$ cat config.mk
export PLATFORM = sky130hd
export DESIGN_NAME = load_store_unit_flat
export DESIGN_NICKNAME = d
export VERILOG_FILES = /design/src/rtl/load_store_unit_if.sv /design/src/rtl/load_store_unit.sv /design/src/flat_wrapper.sv
export SDC_FILE = /design/constraint.sdc
export NUM_CORES = 1
export LEC_CHECK = 0
export CAP_MARGIN = 20
export CORE_MARGIN = 5
export CORE_UTILIZATION = 48
export DETAILED_ROUTE_END_ITERATION = 8
export GPL_ROUTABILITY_DRIVEN = 0
export GPL_TIMING_DRIVEN = 0
export HOLD_SLACK_MARGIN = 0.08
export PLACE_DENSITY = 0.81
export SYNTH_ARGS = -nofsm -noshare
export SYNTH_HDL_FRONTEND = slang
export SYNTH_SLANG_ARGS = --single-unit
$ cat constraint.sdc
create_clock -name clk -period 5.7 [get_ports clk]
set_input_delay 0.57 -clock clk [delete_from_list [all_inputs] [get_ports clk]]
set_output_delay 0.57 -clock clk [all_outputs]
set_load 0.005 [all_outputs]
$ cat src/rtl/load_store_unit_if.sv
// load_store_unit_if: groups the datapath request/response handshake and the
// data-memory port of the load/store unit into one bundle.
// The slave modport is the load/store unit itself. The master modport is its
// environment: the datapath on the request side and the memory on the memory side.
interface load_store_unit_if;
  logic        req_valid;
  logic        req_ready;
  logic        req_store;
  logic [1:0]  req_size;
  logic        req_sign_ext;
  logic [31:0] req_addr;
  logic [31:0] req_wdata;

  logic        resp_valid;
  logic [31:0] resp_rdata;
  logic        resp_error;

  logic [31:0] mem_address;
  logic [31:0] mem_write_data;
  logic        mem_write_enable;
  logic        mem_read_enable;
  logic [31:0] mem_read_data;

  modport slave (
    input  req_valid, req_store, req_size, req_sign_ext, req_addr, req_wdata,
    input  mem_read_data,
    output req_ready, resp_valid, resp_rdata, resp_error,
    output mem_address, mem_write_data, mem_write_enable, mem_read_enable
  );

  modport master (
    output req_valid, req_store, req_size, req_sign_ext, req_addr, req_wdata,
    output mem_read_data,
    input  req_ready, resp_valid, resp_rdata, resp_error,
    input  mem_address, mem_write_data, mem_write_enable, mem_read_enable
  );
endinterface

$ cat src/rtl/load_store_unit.sv
// load_store_unit: turns byte-addressed byte/halfword/word loads and stores
// into accesses on a word-addressed 32-bit memory. Sub-word stores are done
// as read-modify-write. Every output is driven straight from a flop, so the
// level-sensitive memory write enable can never glitch.
// Optional feature: define LSU_ALIGN_CHECK_EN to report misaligned halfword
// and word accesses as errors. Without it, the low address bits those sizes
// do not use are ignored.
module load_store_unit #(
  parameter int MEM_WORDS = 512
) (
  input  logic              clk,
  input  logic              rst,
  load_store_unit_if.slave  bus
);

  typedef enum logic [1:0] {IDLE, READ, WRITE, RESP} state_t;

  localparam logic [29:0] MEM_WORDS_IDX = 30'(MEM_WORDS);

  state_t      state_q, state_d;
  logic [1:0]  off_q, off_d;
  logic [1:0]  size_q, size_d;
  logic        store_q, store_d;
  logic        sign_q, sign_d;
  logic [31:0] wdata_q, wdata_d;

  logic        ready_q, ready_d;
  logic        resp_valid_q, resp_valid_d;
  logic        resp_error_q, resp_error_d;
  logic [31:0] resp_rdata_q, resp_rdata_d;
  logic [31:0] mem_addr_q, mem_addr_d;
  logic [31:0] mem_wdata_q, mem_wdata_d;
  logic        mem_we_q, mem_we_d;
  logic        mem_re_q, mem_re_d;

  logic        req_err;
  logic [7:0]  byte_lane;
  logic [15:0] half_lane;
  logic [31:0] load_val;
  logic [31:0] merged;

  // Decode whether the request on the bus is illegal (bad size, out of range, misaligned)
  always_comb begin
    req_err = (bus.req_size == 2'b11) || (bus.req_addr[31:2] >= MEM_WORDS_IDX);
`ifdef LSU_ALIGN_CHECK_EN
    if ((bus.req_size == 2'b01) && bus.req_addr[0])
      req_err = 1'b1;
    if ((bus.req_size == 2'b10) && (bus.req_addr[1:0] != 2'b00))
      req_err = 1'b1;
`endif
  end

  // Lane extraction for loads and lane merge for sub-word stores on the word just read
  always_comb begin
    byte_lane = 8'(bus.mem_read_data >> {off_q, 3'b000});
    half_lane = 16'(bus.mem_read_data >> {off_q[1], 4'b0000});
    case (size_q)
      2'b00:   load_val = sign_q ? {{24{byte_lane[7]}}, byte_lane} : {24'h0, byte_lane};
      2'b01:   load_val = sign_q ? {{16{half_lane[15]}}, half_lane} : {16'h0, half_lane};
      default: load_val = bus.mem_read_data;
    endcase
    merged = bus.mem_read_data;
    case (size_q)
      2'b00:   merged[{off_q, 3'b000} +: 8]     = wdata_q[7:0];
      2'b01:   merged[{off_q[1], 4'b0000} +: 16] = wdata_q[15:0];
      default: merged = wdata_q;
    endcase
  end

  // Next-state and next-output logic; every output flop is loaded from its value in the coming state
  always_comb begin
    state_d      = state_q;
    off_d        = off_q;
    size_d       = size_q;
    store_d      = store_q;
    sign_d       = sign_q;
    wdata_d      = wdata_q;
    mem_addr_d   = mem_addr_q;
    mem_wdata_d  = mem_wdata_q;
    resp_error_d = 1'b0;
    resp_rdata_d = 32'h0;

    case (state_q)
      IDLE: begin
        if (bus.req_valid) begin
          off_d      = bus.req_addr[1:0];
          size_d     = bus.req_size;
          store_d    = bus.req_store;
          sign_d     = bus.req_sign_ext;
          wdata_d    = bus.req_wdata;
          mem_addr_d = {2'b00, bus.req_addr[31:2]};
          if (req_err) begin
            state_d      = RESP;
            resp_error_d = 1'b1;
          end else if (bus.req_store && (bus.req_size == 2'b10)) begin
            state_d     = WRITE;
            mem_wdata_d = bus.req_wdata;
          end else begin
            state_d = READ;
          end
        end
      end
      READ: begin
        if (store_q) begin
          state_d     = WRITE;
          mem_wdata_d = merged;
        end else begin
          state_d      = RESP;
          resp_rdata_d = load_val;
        end
      end
      WRITE:   state_d = RESP;
      default: state_d = IDLE;
    endcase

    ready_d      = (state_d == IDLE);
    resp_valid_d = (state_d == RESP);
    mem_re_d     = (state_d == READ);
    mem_we_d     = (state_d == WRITE);
  end

  // State and registered outputs; reset abandons any access and drops the memory enables at once
  always_ff @(posedge clk or posedge rst) begin
    if (rst) begin
      state_q      <= IDLE;
      off_q        <= 2'b00;
      size_q       <= 2'b00;
      store_q      <= 1'b0;
      sign_q       <= 1'b0;
      wdata_q      <= 32'h0;
      ready_q      <= 1'b1;
      resp_valid_q <= 1'b0;
      resp_error_q <= 1'b0;
      resp_rdata_q <= 32'h0;
      mem_addr_q   <= 32'h0;
      mem_wdata_q  <= 32'h0;
      mem_we_q     <= 1'b0;
      mem_re_q     <= 1'b0;
    end else begin
      state_q      <= state_d;
      off_q        <= off_d;
      size_q       <= size_d;
      store_q      <= store_d;
      sign_q       <= sign_d;
      wdata_q      <= wdata_d;
      ready_q      <= ready_d;
      resp_valid_q <= resp_valid_d;
      resp_error_q <= resp_error_d;
      resp_rdata_q <= resp_rdata_d;
      mem_addr_q   <= mem_addr_d;
      mem_wdata_q  <= mem_wdata_d;
      mem_we_q     <= mem_we_d;
      mem_re_q     <= mem_re_d;
    end
  end

  assign bus.req_ready        = ready_q;
  assign bus.resp_valid       = resp_valid_q;
  assign bus.resp_error       = resp_error_q;
  assign bus.resp_rdata       = resp_rdata_q;
  assign bus.mem_address      = mem_addr_q;
  assign bus.mem_write_data   = mem_wdata_q;
  assign bus.mem_write_enable = mem_we_q;
  assign bus.mem_read_enable  = mem_re_q;

endmodule

$ cat src/flat_wrapper.sv
// flat-port wrapper written by rule: the top's interface ports become plain ports
module load_store_unit_flat 
#(
  parameter int MEM_WORDS = 512
)
  (clk, rst, bus_req_valid, bus_req_store, bus_req_size, bus_req_sign_ext, bus_req_addr, bus_req_wdata, bus_mem_read_data, bus_req_ready, bus_resp_valid, bus_resp_rdata, bus_resp_error, bus_mem_address, bus_mem_write_data, bus_mem_write_enable, bus_mem_read_enable);
  load_store_unit_if bus_i ();
  input  logic clk;
  input  logic rst;
  input wire logic [$bits(bus_i.req_valid)-1:0] bus_req_valid;
  input wire logic [$bits(bus_i.req_store)-1:0] bus_req_store;
  input wire logic [$bits(bus_i.req_size)-1:0] bus_req_size;
  input wire logic [$bits(bus_i.req_sign_ext)-1:0] bus_req_sign_ext;
  input wire logic [$bits(bus_i.req_addr)-1:0] bus_req_addr;
  input wire logic [$bits(bus_i.req_wdata)-1:0] bus_req_wdata;
  input wire logic [$bits(bus_i.mem_read_data)-1:0] bus_mem_read_data;
  output wire logic [$bits(bus_i.req_ready)-1:0] bus_req_ready;
  output wire logic [$bits(bus_i.resp_valid)-1:0] bus_resp_valid;
  output wire logic [$bits(bus_i.resp_rdata)-1:0] bus_resp_rdata;
  output wire logic [$bits(bus_i.resp_error)-1:0] bus_resp_error;
  output wire logic [$bits(bus_i.mem_address)-1:0] bus_mem_address;
  output wire logic [$bits(bus_i.mem_write_data)-1:0] bus_mem_write_data;
  output wire logic [$bits(bus_i.mem_write_enable)-1:0] bus_mem_write_enable;
  output wire logic [$bits(bus_i.mem_read_enable)-1:0] bus_mem_read_enable;
  assign bus_i.req_valid = bus_req_valid;
  assign bus_i.req_store = bus_req_store;
  assign bus_i.req_size = bus_req_size;
  assign bus_i.req_sign_ext = bus_req_sign_ext;
  assign bus_i.req_addr = bus_req_addr;
  assign bus_i.req_wdata = bus_req_wdata;
  assign bus_i.mem_read_data = bus_mem_read_data;
  assign bus_req_ready = bus_i.req_ready;
  assign bus_resp_valid = bus_i.resp_valid;
  assign bus_resp_rdata = bus_i.resp_rdata;
  assign bus_resp_error = bus_i.resp_error;
  assign bus_mem_address = bus_i.mem_address;
  assign bus_mem_write_data = bus_i.mem_write_data;
  assign bus_mem_write_enable = bus_i.mem_write_enable;
  assign bus_mem_read_enable = bus_i.mem_read_enable;
  load_store_unit #(.MEM_WORDS(MEM_WORDS)) u_core (.clk(clk), .rst(rst), .bus(bus_i));
endmodule
## Word level (Yosys, flattened, before mapping)

Index checks and enable logic that the tools add are counted.

- Register bits after elaboration: 139
- Input port bits: 103
- Output and inout bits: 101
- Word-level logic and storage cells: 64

- $add $sub $neg: 2
- $lt $le $gt $ge: 1
- Equality and inequality tests: 12
- Shifts and indexed selects: 6
- Muxes and demuxes: 21
- Reduce and logical (&&, ||, !) cells: 8

Operators by type and width:

| cell | count |
|---|---|
| $mux 32 | 8 |
| $pmux 32 s2 | 3 |
| $bwmux 32 | 2 |
| $shift 16x7->32 const A | 1 |
| $shift 8x7->32 const A | 1 |
| $shiftx 16x7->32 | 1 |
| $shiftx 8x7->32 | 1 |
| $shr 32x5->16 | 1 |
| $shr 32x5->8 | 1 |
| $ge 30x10->1 const B | 1 |
| $neg 5->7 | 2 |
| $eq 2x2->1 const B | 5 |
| $eq 2x1->1 const B | 3 |
| $logic_not 2->1 | 3 |
| $mux 2 | 3 |
| $pmux 2 s3 | 1 |
| $reduce_and 5->1 | 1 |
| $mux 1 | 4 |
| $ne 2x1->1 const B | 2 |
| $ne 2x2->1 const B | 2 |
| $reduce_and 2->1 | 1 |
| $reduce_bool 2->1 | 1 |
| $logic_and 1x1->1 | 1 |
| $logic_or 1x1->1 | 1 |

## Logic depth before layout (Yosys ltp)

Gate-level depths: netlist (run 1).

- Depth in word-level cells: 7
- Mapped depth: 10
- Mapped depth without buffers: 7

## Least setup slack after synthesis (run 1)

No wires, ideal clock.

- Path type: register to register
- Start: register u_core.off_q[1]
- End: register u_core.mem_wdata_q[0] (netlist: u_core.bus.mem_write_data[0])
- Library setup time: 0.096 ns
- Arrival time: 2.621 ns
- Required time: 5.604 ns
- Path slack: 2.983 ns
- Stages on the path, launching flop included: 9
- Buffers on the path: 3
- Clock period less this slack: 2.717 ns
- Cells stage by stage: dfrtp_1 -> buf_2 -> buf_2 -> buf_1 -> inv_1 -> ha_1 -> o41ai_2 -> a221oi_1 -> o31ai_1

- Longest elaborated chain between the ends: 6
- Elaborated cells on any way between the ends: 11
- Classes of those cells: add/sub (2); shift (4); mux (5)

RTL lines:

| item | line | source |
|---|---|---|
| start: declaration | load_store_unit.sv:21 | `logic [1:0] off_q, off_d;` |
| start signal: assignment | load_store_unit.sv:126 | `off_q <= 2'b00;` |
| start signal: assignment | load_store_unit.sv:141 | `off_q <= off_d;` |
| $neg 5->7, on equally long branches | load_store_unit.sv:65, load_store_unit.sv:64 |  |
| $shiftx 16x7->32 (tied with other cells) | load_store_unit.sv:65 | `2'b01: merged[{off_q[1], 4'b0000} +: 16] = wdata_q[15:0];` |
| $bwmux 32, on equally long branches | load_store_unit.sv:65, load_store_unit.sv:64 |  |
| $pmux 32 s2 (*) | load_store_unit.sv:63 | `case (size_q)` |
| $mux 32 (*) | load_store_unit.sv:104 | `if (store_q) begin` |
| $pmux 32 s2 (*) | load_store_unit.sv:83 | `case (state_q)` |
| end signal: assignment | load_store_unit.sv:151 | `mem_wdata_q <= mem_wdata_d;` |
| end: declaration | load_store_unit.sv:32 | `logic [31:0] mem_wdata_q, mem_wdata_d;` |

Every way passes the cells marked *; elsewhere a longest branch is shown, timed or not. The select of a mux whose other input is x is not followed.
A chain may end at the register's enable or synchronous reset.

## Worst setup path in the final report (run 1)

- Start: register u_core.off_q[1]
- End: register u_core.mem_wdata_q[13] (netlist: u_core.bus.mem_write_data[13])

The elaborated chain is that of the path after synthesis.

==> results.md, run 1 <==
- Status: complete, no violations
- Yosys reg bits: 139
- Vias in the first global route: 6,498
- Initial Utilization: 0.486
- Critical path data arrival time: 3.78 ns
- Pwr dens: 589 nW/um2
- Max-slew violation count: 0
- Antenna violations before repair: 0
- Crit Path Max Fanout: 10
- Synth Instances: 624
- CP Launch Type: flip-flop
- CTS Buf Count: 17
- Count of final setup violators: 0
- GR Overflow Total: 0
- Max_slew headroom: 0.420
- Commonest non-fill, non-tap cell in the layout: clkdlybuf4s50_1
- Period utilisation layout: 0.608
- Die Wd: 131 um
- Global-route wire length before repair: 35,500 um
- Final hold violations: 0
- Routed WL: 23,100 um
- Row count: 44
- WL per Instance: 22.1 um
- Hpwl dp: 17,000 um
- Cell family with most CP delay: buffers and inverters
- Post-synthesis average cell area: 11.3 um2
- Crit path required time: 6.02 ns
- Leading register cell type out of synthesis: dfrtp_1
- Post-cts sizing count: 0
- Period minus WS final: 3.47 ns
- Clk_skew: 0.00663 ns
- Port Buffers: 201
- Worst Path Buf+Inv: 4
- F_max: 0.288 GHz
- Worst-margin pin slew: 0.863 ns
- Root Buffer: clkbuf_16
- Die height: 131 um
- Via count: 6,356
- DR iter-0 viols: 657
- Clock transition at path regs: 0.06 ns
- Core Util, Final: 0.690
- Hold-fix buffers, CTS: 0
- Htree depth: 4
- Cell area after synthesis: 7030 um2
- Post-DP Area: 9310 um2
- Routed vias/inst: 6.09
- CP dominant cell by count: buf_2
- Setup crit end kind: flip-flop
- Post-synth EDFFs: 0
- DRC: 0
- # Post-CTS Setup Buffers: 0
- Final nets: 958
- Hold crit path type: flip-flop to flip-flop
- Fillers: 1,060
- Antenna diode count: 0
- Sequential fraction of the synthesis area: 0.495
- CTS tree: yes
- Storage element area: 3480 um2
- RSZ-0062 raised after global routing: no
- Worst Setup Path Type: flip-flop to flip-flop
- Clk sinks: 139
- Total Die Area: 17,200 um2
- Most frequent cells in the layout: clkdlybuf4s50_1 (201), dfrtp_1 (138), mux2_2 (68), o21ai_0 (55), nor2_1 (50)
- Largest net degree at the start of global routing: 72
- Cell Chain, Critical Path: buf_2 > buf_2 > buf_1 > inv_1 > ha_1 > nor2b_1 > nor3_1 > a221oi_1 > o31ai_1
- Area grow syn2layout: 42.1%
- Static leakage: 4.19 nW
- Worst path slowest cell: nor3_1
- Post-synthesis cell type count: 47
- Worst-Skew Late Latency: 0.42 ns
- Maximum root-to-sink buffer count: 2
- Max rail drop VDD: 273 uV
- CP peak stage delay: 0.67 ns
- First drt pass iteration count: 6
- FFs w/ async S/R, synth: 1.00
- Share of cells above drive strength 1: 0.163
- Pre-CTS WS: 2.38 ns
- Max-Cap Viols: 0
- I/O Pins: 204
- Antenna-violating nets left: 0
- All-layer global routing usage: 0.273
- Non-Filler Cell Area, Final: 9990 um2
- Area occupied by multi-input gates: 3250 um2
- Core Footprint: 14,500 um2
- Final WS setup: 2.23 ns
- Yosys Warn Count: 0
## worst paths after layout
path | from | to | slack (ns) | depth (start not counted)
worst max-delay path | u_core.off_q[1] | u_core.bus.mem_write_data[13] | 2.23 | 9
worst min-delay path | u_core.bus.mem_address[11] | u_core.bus.mem_address[11] | 0.50 | 1
worst max register to register | u_core.off_q[1] | u_core.bus.mem_write_data[13] | 2.23 | 9
worst min register to register | u_core.bus.mem_address[11] | u_core.bus.mem_address[11] | 0.50 | 1
max in group asynchronous | rst | u_core.bus.resp_rdata[23] | 4.31 | 3
min in group asynchronous | rst | u_core.bus.mem_write_data[1] | 0.61 | 2
## metal layers
metal	global-route usage	part of all wire
met1	0.345	0.36
met2	0.429	0.46
met3	0.0793	0.12
met4	0.140	0.052
met5	0	0
## state kept, by name, indices dropped and copies added (netlist names)
signal / cells
u_core.bus.mem_address: 30
u_core.bus.mem_read_enable: 1
u_core.bus.mem_write_data: 32
u_core.bus.mem_write_enable: 1
u_core.bus.req_ready: 1
u_core.bus.resp_error: 1
u_core.bus.resp_rdata: 32
u_core.bus.resp_valid: 1
u_core.off_q: 2
u_core.sign_q: 1
u_core.size_q: 2
u_core.state_q: 2
u_core.store_q: 1
u_core.wdata_q: 32
## cell families (layout without fill, tap and decap cells)
kind of cell,after synthesis,in the layout,synth area share
multiplexers,106,106,0.184
buffers and inverters,68,302,0.0439
flip-flops,139,139,0.495
AO/OA/AOI/OAI,182,182,0.176
AND/OR/NAND/NOR,119,119,0.0852
adder cells (fa/ha/maj),9,9,0.0160
other,1,2,0.000533
## final cells by class
class                      instances  area share
sequential                       139       0.348
multi-input combinational        418       0.325
timing repair buffer             202       0.204
clock buffer                      18      0.0440
clock inverter                    14      0.0242
tap                              184      0.0230
buffer                            41      0.0208
inverter                          27      0.0106
## where the power goes
| part | internal [W] | total, W | switching, W |
|---|---|---|---|
| registers | 0.00144 | 0.00173 | 0.000292 |
| clock network | 0.000835 | 0.00127 | 0.000439 |
| logic | 0.00152 | 0.00287 | 0.00136 |
| total | 0.00379 | 0.00588 | 0.00209 |
## synthesized netlist by cell type (7+ instances only)
cell / n / area [um2]
clkbuf_1: 28 / 105
a21oi_1: 31 / 155
a221oi_1: 14 / 123
inv_1: 27 / 101
o31ai_1: 17 / 128
nor2b_1: 17 / 106
o32a_1: 16 / 160
nand2b_1: 11 / 68.8
ha_1: 9 / 113
nor2_1: 50 / 188
nand2_1: 16 / 60.1
o21a_1: 7 / 52.6
mux2_4: 14 / 210
a22o_1: 17 / 149
mux2_2: 68 / 766
dfrtp_1: 138 / 3450
o21ai_0: 55 / 275
mux2i_1: 18 / 180
## stage by stage
stage,power (W),std cells,hold WS (ns),TNS (ns)
3_3_place_gp,0.00444,1010,0.489,-33.71
5_1_grt,0.00620,1043,0.518,0
2_1_floorplan,0.00335,625,0.481,0
6_report,0.00588,1043,0.504,0
3_5_place_dp,0.00455,1011,0.495,0
4_1_cts,0.00587,1043,0.509,0
Power figures use the tool's default switching activity.
==> inputs of run 2 (changes only) <==
- CORE_UTILIZATION: 48 -> 43
- PLACE_DENSITY: 0.81 -> 0.76
- clock period: 5.7 -> 2.95 ns (I/O delays scaled with it)
==> results.md, run 2 (same netlist as run 1, synthesis figures left out) <==
- Total power: 0.0109 W
- RSZ-0062 raised after global routing: yes
- Clock transition at path regs: 0.06 ns
- Commonest non-fill, non-tap cell in the layout: clkdlybuf4s50_1
- Max-slew violation count: 0
- RR Startpoint: u_core.off_q[1]
- Final nets: 961
- Worst-margin pin slew: 0.704 ns
- Crit path launch: u_core.off_q[1]
- Reg2Reg Setup Slack: 0.13 ns
- Htree depth: 4
- Post-route non-filler standard cell count: 1,076
- Maximum root-to-sink buffer count: 2
- Reg2reg path depth: 9
- Largest net degree at the start of global routing: 43
- Total Die Area: 19,000 um2
- Antenna diode count: 0
- DR iter-0 viols: 551
- Via count: 6,150
- Hold_ws: 0.274 ns
- Max_slew headroom: 0.531
- Worst Setup Path Type: flip-flop to flip-flop
- Crit path required time: 3.26 ns
- Cell family with most CP delay: buffers and inverters
- CP Launch Type: flip-flop
- Cell Chain, Critical Path: buf_2 > clkbuf_4 > inv_1 > ha_2 > clkbuf_2 > nand2b_1 > nor2_1 > o32a_1 > mux2_4
- Max-Cap Viols: 0
- Routed WL: 22,900 um
- CTS tree: yes
- CP Depth: 9
- Initial Utilization: 0.441
- Post-DP Area: 9380 um2
- I/O Pins: 204
- Die height: 138 um
- DRC: 0
- Final hold violations: 0
- Period minus WS final: 2.82 ns
- Fillers: 1,336
- Antenna violations before repair: 0
- Hold-fix buffers, CTS: 0
- Placed Cells: 1,045
- Clk_skew: 0.00638 ns
- Share of cells above drive strength 1: 0.170
- Core Util, Final: 0.626
- Crit Path Max Fanout: 19
- Worst Path Buf+Inv: 4
- GR Overflow Total: 0
- Area grow syn2layout: 41.8%
- F_max: 0.355 GHz
- Port Buffers: 201
- Critical path data arrival time: 3.13 ns
- Antenna-violating nets left: 0
- Period utilisation layout: 0.955
- First drt pass iteration count: 5
- Row count: 46
- Most frequent cells in the layout: clkdlybuf4s50_1 (201), dfrtp_1 (138), mux2_2 (68), o21ai_0 (55), nor2_1 (50)
- WL per Instance: 21.3 um
- CTS Buf Count: 17
- Worst-Skew Late Latency: 0.42 ns
- Crit path to: u_core.bus.mem_write_data[16]
- Worst reg2reg path endpoint: u_core.bus.mem_write_data[16]
- CP peak stage delay: 0.42 ns
- Non-Filler Cell Area, Final: 9980 um2
- Status: complete, no violations
- Static leakage: 4.15 nW
- Hold crit path type: primary input to asynchronous set/reset pin
- Root Buffer: clkbuf_16
- Clk sinks: 139
- Worst path slowest cell: dfrtp_1
- Hpwl dp: 17,300 um
- All-layer global routing usage: 0.244
- Core Footprint: 15,900 um2
- Max rail drop VDD: 521 uV
- Setup crit end kind: flip-flop
- Die Wd: 138 um
- Routed vias/inst: 5.72
- Count of final setup violators: 0
- Pwr dens: 1090 nW/um2
- Global-route wire length before repair: 34,700 um
- Vias in the first global route: 6,207
run 2: cell types whose count changed in the layout (fill, tap and decap cells not counted), sizes merged:
cell / change
buf: +3
bufinv: -5
clkbuf: +2
clkinv: -1
clkinvlp: +3
inv: -1
run 2: where the power goes:
| group | switching [W] | total [W] | internal [W] |
|---|---|---|---|
| Clock | 0.000814 | 0.00201 | 0.00119 |
| Combinational | 0.00259 | 0.00557 | 0.00297 |
| Sequential | 0.000545 | 0.00333 | 0.00278 |
| Total | 0.00395 | 0.0109 | 0.00695 |
run 2: what timing repair did:
action,in CTS,in global routing
resized for setup,4,2
pin swaps,0,2
setup buffers,0,3
setup endpoints to repair,32,32
hold endpoints to repair,0,0
run 2: area by class of cell:
cell class,instances,area (um2),share of cell area
Sequential cell,139,3480,0.349
Buffer,39,204,0.0204
Clock inverter,10,93.8,0.00941
Multi-Input combinational cell,418,3270,0.328
Tap cell,216,270,0.0271
Clock buffer,20,457,0.0458
Timing Repair Buffer,207,2090,0.210
Inverter,27,105,0.0105
run 2: worst min-delay path by stage:
stage	to	slack, ns	depth (start not counted)
after CTS	u_core.bus.resp_rdata[7]	0.28	2
after global placement	u_core.bus.mem_address[22]	0.49	1
final	u_core.bus.resp_rdata[12]	0.27	2
after global routing	u_core.bus.resp_rdata[12]	0.31	2
after floorplan	u_core.off_q[0]	0.41	2
after detailed placement	u_core.bus.mem_address[21]	0.49	1
run 2: through the flow:
stage | setup TNS [ns] | setup slack [ns]
2_1_floorplan | 0 | 0.233
3_3_place_gp | -53.54 | -0.392
3_5_place_dp | -8.40 | -0.438
4_1_cts | 0 | 0.0219
5_1_grt | -0.0116 | -0.0116
6_report | 0 | 0.133
run 2: routing by layer:
layer,GRT usage,wire length [um],vias to the layer above
met2,0.373,10300,355
li1,-,-,2746
met4,0.111,822,0
met5,0,0,-
met3,0.0947,2790,64
met1,0.307,8950,2985
run 2: worst register-to-register path: cells and delay by family, from the launching register on:
kind,cells,cell delay (ns)
adder cells (fa/ha/maj),1,0.35
multiplexers,1,0.28
flip-flops,1,0.42
AO/OA/AOI/OAI,1,0.38
buffers and inverters,4,1.03
AND/OR/NAND/NOR,2,0.23
==> inputs of run 3 (changes only) <==
- CORE_ASPECT_RATIO: unset -> 1.25
==> results.md, run 3 (same netlist as run 1, synthesis figures left out) <==
- Status: complete, no violations
- WL per Instance: 21.2 um
- Setup crit end kind: flip-flop
- Hold-fix buffers, CTS: 0
- Antenna violations before repair: 0
- CTS Buf Count: 17
- I/O Pins: 204
- Root Buffer: clkbuf_16
- Largest net degree at the start of global routing: 44
- Routed vias/inst: 5.73
- F_max: 0.353 GHz
- Max_slew headroom: 0.427
- Switching share of power: 0.352
- Clk pwr share: 0.214
- Period utilisation layout: 0.960
- Via count: 6,166
- Commonest non-fill, non-tap cell in the layout: clkdlybuf4s50_1
- Core Footprint: 16,100 um2
- RR Startpoint: u_core.off_q[1]
- First drt pass iteration count: 5
- Htree depth: 4
- Cell-internal power: 0.00733 W
- Worst-Skew Late Latency: 0.43 ns
- DR iter-0 viols: 599
- Period minus WS final: 2.83 ns
- Row count: 52
- Routed WL: 22,800 um
- Final nets: 959
- Sw Pwr: 0.00399 W
- Max-Cap Viols: 0
- Clk_skew: 0.00957 ns
- CTS tree: yes
- Pwr dens: 1120 nW/um2
- Max-slew violation count: 0
- Hpwl dp: 17,200 um
- Maximum root-to-sink buffer count: 2
- Crit path required time: 3.25 ns
- Worst-margin pin slew: 0.857 ns
- Die height: 153 um
- Area grow syn2layout: 43.3%
- GR Overflow Total: 0
- CP Launch Type: flip-flop
- Most frequent cells in the layout: clkdlybuf4s50_1 (201), dfrtp_1 (138), mux2_2 (68), o21ai_0 (55), nor2_1 (50)
- Hold crit path type: primary input to asynchronous set/reset pin
- Global-route wire length before repair: 35,000 um
- Vias in the first global route: 6,163
- Hold_ws: 0.397 ns
- Final hold violations: 0
- Total Die Area: 19,000 um2
- All-layer global routing usage: 0.235
- Sequential Power Share: 0.294
- Crit path launch: u_core.off_q[1]
- Placed Cells: 1,045
- DRC: 0
- Clock transition at path regs: 0.06 ns
- Static leakage: 4.21 nW
- Initial Utilization: 0.436
- Antenna-violating nets left: 0
- Comb pwr share: 0.491
- Post-route non-filler standard cell count: 1,076
- Share of cells above drive strength 1: 0.170
- Die Wd: 124 um
- Worst Setup Path Type: flip-flop to flip-flop
- Port Buffers: 201
- Clk sinks: 139
- Critical path data arrival time: 3.14 ns
- Fillers: 1,346
- Antenna diode count: 0
- Max rail drop VDD: 596 uV
- Count of final setup violators: 0
- Crit Path Max Fanout: 19
==> run 3: cell types whose count changed in the layout (fill, tap and decap cells not counted), sizes merged <==
| cell | change |
|---|---|
| buf | -1 |
| bufinv | +5 |
| clkbuf | -4 |
| clkinv | +1 |
| clkinvlp | -1 |
==> run 3: power by group through the flow <==
stage / combinational, W / sequential [W] / clock, W
5_1_grt: 0.00598 / 0.00343 / 0.00256
2_1_floorplan: 0.00321 / 0.00326 / 0
3_5_place_dp: 0.00546 / 0.00334 / 0
6_report: 0.00556 / 0.00333 / 0.00243
4_1_cts: 0.00554 / 0.00332 / 0.00247
3_3_place_gp: 0.00536 / 0.00332 / 0
==> run 3: cell type report <==
class                           instances  area [um2]  area share
Sequential cell                       139        3480       0.345
Timing Repair Buffer                  205        2080       0.206
Clock inverter                         15         245      0.0243
Tap cell                              216         270      0.0268
Clock buffer                           17         425      0.0422
Multi-Input combinational cell        418        3270       0.324
Inverter                               27         105      0.0104
Buffer                                 39         204      0.0202
==> run 3: critical path, cell delays in order, from the launching register on <==
cell and delay [ns]:
dfrtp_1 0.42, buf_2 0.22, buf_4 0.24, inv_1 0.26, ha_1 0.39, clkbuf_2 0.28, nand2b_1 0.17, nor2_1 0.06
o32a_1 0.39, mux2_4 0.28
==> run 3: worst paths after layout <==
check                                           endpoint  slack, ns  cells past startpoint
max                        u_core.bus.mem_write_data[16]       0.12                      9
min                             u_core.bus.resp_rdata[2]       0.40                      2
max reg2reg                u_core.bus.mem_write_data[16]       0.12                      9
min reg2reg                   u_core.bus.mem_address[24]       0.50                      1
max in group asynchronous           u_core.bus.req_ready       1.88                      3
min in group clk                         u_core.off_q[1]       0.43                      3
==> run 3: metal layers <==
layer | global-route usage | routed length [um] | vias up
li1 | - | - | 2739
met1 | 0.285 | 8670 | 3007
met2 | 0.381 | 11000 | 358
met3 | 0.0733 | 2240 | 62
met4 | 0.113 | 903 | 0
met5 | 0 | 0 | -
==> run 3: metrics by stage <==
stage	cell area (um2)	setup slack [ns]	total power [W]	util	TNS, ns
2_1_floorplan	7040	0.233	0.00648	-	0
3_3_place_gp	9320	-0.349	0.00868	0.578	-48.67
3_5_place_dp	9380	-0.485	0.00880	0.581	-9.90
4_1_cts	10100	0.0655	0.0113	0.624	0
5_1_grt	10100	-0.0231	0.0120	0.625	-0.0231
6_report	10100	0.119	0.0113	0.625	0
==> run 3: repair_timing <==
item	4_1_cts	5_1_grt
resized for setup	4	2
setup buffers	0	1
hold endpoints to repair	0	0
setup endpoints to repair	32	11
pin swaps	0	1
gates cloned	0	0
